`config.mk`:
```
export PLATFORM = sky130hd
export DESIGN_NAME = wb_ctrl_flat
export DESIGN_NICKNAME = d
export VERILOG_FILES = /design/src/rtl/wb_ctrl_if.sv /design/src/rtl/wb_ctrl.sv /design/src/flat_wrapper.sv
export SDC_FILE = /design/constraint.sdc
export NUM_CORES = 1
export LEC_CHECK = 0
export CORE_MARGIN = 3
export CORE_UTILIZATION = 25
export CTS_CLUSTER_DIAMETER = 80
export DETAILED_ROUTE_END_ITERATION = 8
export RECOVER_POWER = 25
export SKIP_LAST_GASP = 1
export SLEW_MARGIN = 20
export SYNTH_ARGS = -nofsm -noshare
export SYNTH_HDL_FRONTEND = slang
export SYNTH_SLANG_ARGS = --single-unit
```
`constraint.sdc`:
```
create_clock -name clk -period 2.85 [get_ports clk]
set_clock_uncertainty 0.1 [all_clocks]
set_input_delay 0.57 -clock clk [delete_from_list [all_inputs] [get_ports clk]]
set_output_delay 0.57 -clock clk [all_outputs]
set_load 0.03 [all_outputs]
```
`src/rtl/wb_ctrl_if.sv`:
```
// Execute-to-writeback bus for wb_ctrl: retiring instruction, dmem handshake
// and register-file writeback signals.
interface wb_ctrl_if;
  logic       instr_valid;
  logic [1:0] wb_src;
  logic       reg_wr;
  logic [4:0] rd;
  logic       flush;
  logic       dmem_ack;
  logic       dmem_req;
  logic       stall;
  logic [1:0] wb_sel;
  logic       rf_we;
  logic [4:0] rf_waddr;
  logic       load_fault;

  modport slave (
    input  instr_valid, wb_src, reg_wr, rd, flush, dmem_ack,
    output dmem_req, stall, wb_sel, rf_we, rf_waddr, load_fault
  );

  modport master (
    output instr_valid, wb_src, reg_wr, rd, flush, dmem_ack,
    input  dmem_req, stall, wb_sel, rf_we, rf_waddr, load_fault
  );
endinterface

```
`src/rtl/wb_ctrl.sv`:
```
// Writeback sequencer: one retiring instruction per cycle, loads sequenced
// through a dmem req/ack handshake with stall, timeout fault and flush kill.
module wb_ctrl #(
  parameter int unsigned TIMEOUT = 16
) (
  input  logic      clk,
  input  logic      rst,
  wb_ctrl_if.slave  bus
);

  typedef enum logic {RUN, LD_WAIT} state_e;

  localparam logic [7:0] CNT_LAST = 8'(TIMEOUT - 1);
  localparam logic [1:0] SRC_LOAD = 2'b01;

  state_e     state_q, state_d;
  logic       dmem_req_q, dmem_req_d;
  logic [1:0] wb_sel_q, wb_sel_d;
  logic       rf_we_q, rf_we_d;
  logic [4:0] rf_waddr_q, rf_waddr_d;
  logic       load_fault_q, load_fault_d;
  logic [7:0] cnt_q, cnt_d;
  logic       kill_q, kill_d;
  logic [4:0] ld_rd_q, ld_rd_d;

  logic stall;
  logic accept;
  logic is_load;

  assign stall   = (state_q == LD_WAIT);
  assign accept  = bus.instr_valid & ~stall & ~bus.flush;
  assign is_load = (bus.wb_src == SRC_LOAD) & bus.reg_wr;

  always_comb begin
    state_d      = state_q;
    dmem_req_d   = dmem_req_q;
    wb_sel_d     = wb_sel_q;
    rf_we_d      = 1'b0;
    rf_waddr_d   = rf_waddr_q;
    load_fault_d = 1'b0;
    cnt_d        = cnt_q;
    kill_d       = kill_q;
    ld_rd_d      = ld_rd_q;

    unique case (state_q)
      RUN: begin
        if (accept) begin
          if (is_load) begin
            state_d    = LD_WAIT;
            dmem_req_d = 1'b1;
            cnt_d      = '0;
            kill_d     = 1'b0;
            ld_rd_d    = bus.rd;
          end else begin
            wb_sel_d   = bus.wb_src;
            rf_waddr_d = bus.rd;
            rf_we_d    = bus.reg_wr & (bus.rd != '0);
          end
        end
      end
      LD_WAIT: begin
        if (bus.flush) kill_d = 1'b1;
        // A flush arriving with the ack still kills the in-flight load.
        if (bus.dmem_ack) begin
          state_d    = RUN;
          dmem_req_d = 1'b0;
          kill_d     = 1'b0;
          if (!(kill_q | bus.flush)) begin
            wb_sel_d   = SRC_LOAD;
            rf_waddr_d = ld_rd_q;
            rf_we_d    = (ld_rd_q != '0);
          end
        end else if (cnt_q == CNT_LAST) begin
          state_d      = RUN;
          dmem_req_d   = 1'b0;
          load_fault_d = 1'b1;
          kill_d       = 1'b0;
        end else begin
          cnt_d = cnt_q + 8'd1;
        end
      end
      default: state_d = RUN;
    endcase
  end

  always_ff @(posedge clk or posedge rst) begin
    if (rst) begin
      state_q      <= RUN;
      dmem_req_q   <= 1'b0;
      wb_sel_q     <= '0;
      rf_we_q      <= 1'b0;
      rf_waddr_q   <= '0;
      load_fault_q <= 1'b0;
      cnt_q        <= '0;
      kill_q       <= 1'b0;
      ld_rd_q      <= '0;
    end else begin
      state_q      <= state_d;
      dmem_req_q   <= dmem_req_d;
      wb_sel_q     <= wb_sel_d;
      rf_we_q      <= rf_we_d;
      rf_waddr_q   <= rf_waddr_d;
      load_fault_q <= load_fault_d;
      cnt_q        <= cnt_d;
      kill_q       <= kill_d;
      ld_rd_q      <= ld_rd_d;
    end
  end

  assign bus.stall      = stall;
  assign bus.dmem_req   = dmem_req_q;
  assign bus.wb_sel     = wb_sel_q;
  assign bus.rf_we      = rf_we_q;
  assign bus.rf_waddr   = rf_waddr_q;
  assign bus.load_fault = load_fault_q;

endmodule
```
`src/flat_wrapper.sv`:
```
// flat-port wrapper written by rule: the top's interface ports become plain ports
module wb_ctrl_flat 
#(
  parameter int unsigned TIMEOUT = 16
)
  (clk, rst, bus_instr_valid, bus_wb_src, bus_reg_wr, bus_rd, bus_flush, bus_dmem_ack, bus_dmem_req, bus_stall, bus_wb_sel, bus_rf_we, bus_rf_waddr, bus_load_fault);
  wb_ctrl_if bus_i ();
  input  logic clk;
  input  logic rst;
  input wire logic [$bits(bus_i.instr_valid)-1:0] bus_instr_valid;
  input wire logic [$bits(bus_i.wb_src)-1:0] bus_wb_src;
  input wire logic [$bits(bus_i.reg_wr)-1:0] bus_reg_wr;
  input wire logic [$bits(bus_i.rd)-1:0] bus_rd;
  input wire logic [$bits(bus_i.flush)-1:0] bus_flush;
  input wire logic [$bits(bus_i.dmem_ack)-1:0] bus_dmem_ack;
  output wire logic [$bits(bus_i.dmem_req)-1:0] bus_dmem_req;
  output wire logic [$bits(bus_i.stall)-1:0] bus_stall;
  output wire logic [$bits(bus_i.wb_sel)-1:0] bus_wb_sel;
  output wire logic [$bits(bus_i.rf_we)-1:0] bus_rf_we;
  output wire logic [$bits(bus_i.rf_waddr)-1:0] bus_rf_waddr;
  output wire logic [$bits(bus_i.load_fault)-1:0] bus_load_fault;
  assign bus_i.instr_valid = bus_instr_valid;
  assign bus_i.wb_src = bus_wb_src;
  assign bus_i.reg_wr = bus_reg_wr;
  assign bus_i.rd = bus_rd;
  assign bus_i.flush = bus_flush;
  assign bus_i.dmem_ack = bus_dmem_ack;
  assign bus_dmem_req = bus_i.dmem_req;
  assign bus_stall = bus_i.stall;
  assign bus_wb_sel = bus_i.wb_sel;
  assign bus_rf_we = bus_i.rf_we;
  assign bus_rf_waddr = bus_i.rf_waddr;
  assign bus_load_fault = bus_i.load_fault;
  wb_ctrl #(.TIMEOUT(TIMEOUT)) u_core (.clk(clk), .rst(rst), .bus(bus_i));
endmodule
```
==> results.json <==
{
  "fin_crit_sh_pct": 76.64,
  "drive_gt1_share_pct": 18.25,
  "totalPowerFinal_mw": 0.9387,
  "cp.required_ns": 2.91,
  "synthTopCellsByArea": "dfrtp_1 50%, mux2_4 7.1%, mux2_2 6.2%",
  "hold_violations": 0,
  "fin_nets": 152,
  "chipWidth_um": 77.06,
  "vias": 916,
  "synth_top_area_cell": "dfrtp_1",
  "htree_num_levels": 1,
  "n_antenna_cell": 0,
  "ys_types": 36,
  "synth_top_flop_cell": "dfrtp_1",
  "cts-root-buf": "clkbuf_8",
  "p_per_area_nw_per_um2": 577.1,
  "dp_worst_setup_slack_ns": 0.3881,
  "postCtsSetupBuffers": 0,
  "setup_slack_ns": 0.6657,
  "setup_viol": 0,
  "startpoint_type": "input port",
  "postCtsHoldBufs": 0,
  "die_height_um": 77.06,
  "cts_buffer_depth": 2,
  "drv_cap": 0,
  "syn_nets": 124,
  "r2r_slack_ns": 1.07,
  "routed_wl_um": 2798,
  "yosysMostFrequentCell": "dfrtp_1",
  "use_met1_pct": 12.85,
  "track_usage_pct": 9.742,
  "cts.reportedPaths.clkPinSlew_ns": 0.09,
  "gp_congestion": 0.7731,
  "synth-seq-cells": 25,
  "grt_pass1_wl_um": 4747,
  "synth_seq_area_share_pct": 49.55,
  "top_usage_layer": "met2",
  "critical_path_class": "in2reg",
  "p_leak_nw": 0.6856,
  "netlist_instances": 110,
  "status": "finished, final reports clean",
  "viasPerCell": 4.490,
  "clk_latency_ns": 0.28,
  "synthArstFlopShare_pct": 100.0,
  "routedWlPerCell_um": 13.72,
  "rows": 25,
  "grtUsageMet3_pct": 2.113,
  "initial_core_util_pct": 26.21,
  "critPathCaptureType": "flop",
  "nFillCells": 500,
  "use_met2_pct": 16.03,
  "rsz0062_at_grt": "false",
  "fmax_mhz": 457.8,
  "place_hpwl_um": 2067,
  "antenna_found_initial": 0,
  "netlist_area_um2": 1262,
  "crit_arrival_ns": 2.24,
  "yosys_warnings": 0,
  "core_um2": 4817,
  "syn_to_final_growth_pct": 28.84,
  "synth-edff-count": 0,
  "ios": 24,
  "post-route-min-period_ns": 2.184,
  "grt_max_degree": 26,
  "drt_first_pass_iters": 4,
  "cts_buffers": 3,
  "ant_nets": 0,
  "ctsResizeCount": 0,
  "critPathMaxFanout": 11,
  "slew_viol_final": 0,
  "maxSlewHeadroom_pct": 7.190,
  "gr-total-overflow": 0,
  "setup-tns-final_ns": 0,
  "synth_top_area_share_pct": 49.55,
  "tightestPinTransition_ns": 1.392,
  "grt_pass1_vias": 1014,
  "drt_iter0_drc": 70,
  "cts_tree": "done",
  "port_buffers": 23,
  "clock_sinks": 25,
  "ys_top_cells_by_count": "25 x dfrtp_1, 10 x nand2_1, 8 x nor2_1",
  "drc": 0,
  "hold_class": "reg2reg",
  "die_area_um2": 5938,
  "max-vdd-ir-drop_mv": 0.3138,
  "avgSynthCellArea_um2": 11.48
}
==> cell type report <==
class	instances	area, um^2	area share (%)
timing repair buffer	25	241.5	14.85
multi-input combinational	78	608.1	37.38
tap	67	83.83	5.154
clock buffer	3	41.29	2.538
inverter	5	18.77	1.154
sequential	25	625.6	38.46
clock inverter	1	7.507	0.4615
==> routing by layer <==
layer / wire [um] / up-vias
met1: 1338 / 445
met3: 134 / 0
met4: 0 / 0
met2: 1324 / 25
li1: - / 446
met5: 0 / -
==> state kept, by name, summed over array words and instances, names as in the netlist <==
register / cells
u_core.bus.wb_sel: 2
u_core.bus.dmem_req: 1
u_core.bus.load_fault: 1
u_core.cnt_q: 8
u_core.kill_q: 1
u_core.bus.stall: 1
u_core.bus.rf_we: 1
u_core.ld_rd_q: 5
u_core.bus.rf_waddr: 5
==> path summary, 6_finish.rpt <==
check / cells past startpoint / to / start
min: 1 / u_core.cnt_q[0] / u_core.cnt_q[0]
min in group asynchronous: 3 / u_core.bus.rf_we / rst
max reg2reg: 4 / u_core.ld_rd_q[3] / u_core.bus.stall
min reg2reg: 1 / u_core.cnt_q[0] / u_core.cnt_q[0]
max in group asynchronous: 3 / u_core.cnt_q[7] / rst
max: 4 / u_core.ld_rd_q[3] / bus_flush
==> placed cells by master, fill, tap and decap left out, drive strengths merged, types with 2 or more instances in the layout <==
cell | netlist | routed
a21oi | 6 | 6
a31oi | 2 | 2
clkbuf | 0 | 4
clkdlybuf4s50 | 0 | 22
dfrtp | 25 | 25
inv | 5 | 5
mux2 | 16 | 16
mux2i | 2 | 2
nand2 | 10 | 10
nand3 | 3 | 3
nand4 | 2 | 2
nor2 | 9 | 9
nor2b | 2 | 2
nor3 | 3 | 3
o21ai | 6 | 6
or3 | 2 | 2
==> metrics by stage <==
step                cell area [um^2]  utilization [%]  std cells  hold WS [ns]
finish                          1627            33.77        204        0.4183
global route                    1627            33.77        204        0.4509
CTS                             1630            33.84        204        0.4236
detailed placement              1582            32.83        200        0.3993
global placement                1582            32.83        200        0.3954
floorplan                       1262                -        110        0.3704
==> where the power goes <==
group / internal, mW / switching [mW] / total, mW
logic: 0.124 / 0.125 / 0.249
registers: 0.415 / 0.0523 / 0.467
clock network: 0.0992 / 0.124 / 0.223
==> logic make-up (layout without fill, tap and decap cells) <==
| group | count (synthesis) | in the layout | share of synthesized area, % |
|---|---|---|---|
| adders and majority gates | 1 | 1 | 0.9909 |
| buffers and inverters | 7 | 34 | 2.279 |
| DFF | 25 | 25 | 49.55 |
| xor gates and xnor gates | 1 | 1 | 0.6939 |
| and+or+nand+nor | 41 | 41 | 19.82 |
| muxes | 18 | 18 | 17.64 |
| AOI/OAI and AO/OA | 17 | 17 | 9.018 |
==> critical path, stage by stage <==
cell             delay [ns]
clkdlybuf4s50_1        0.50
and3b_1                0.34
nand3_1                0.38
mux2_1                 0.44
No activity file was read; power rests on OpenSTA's default activity.
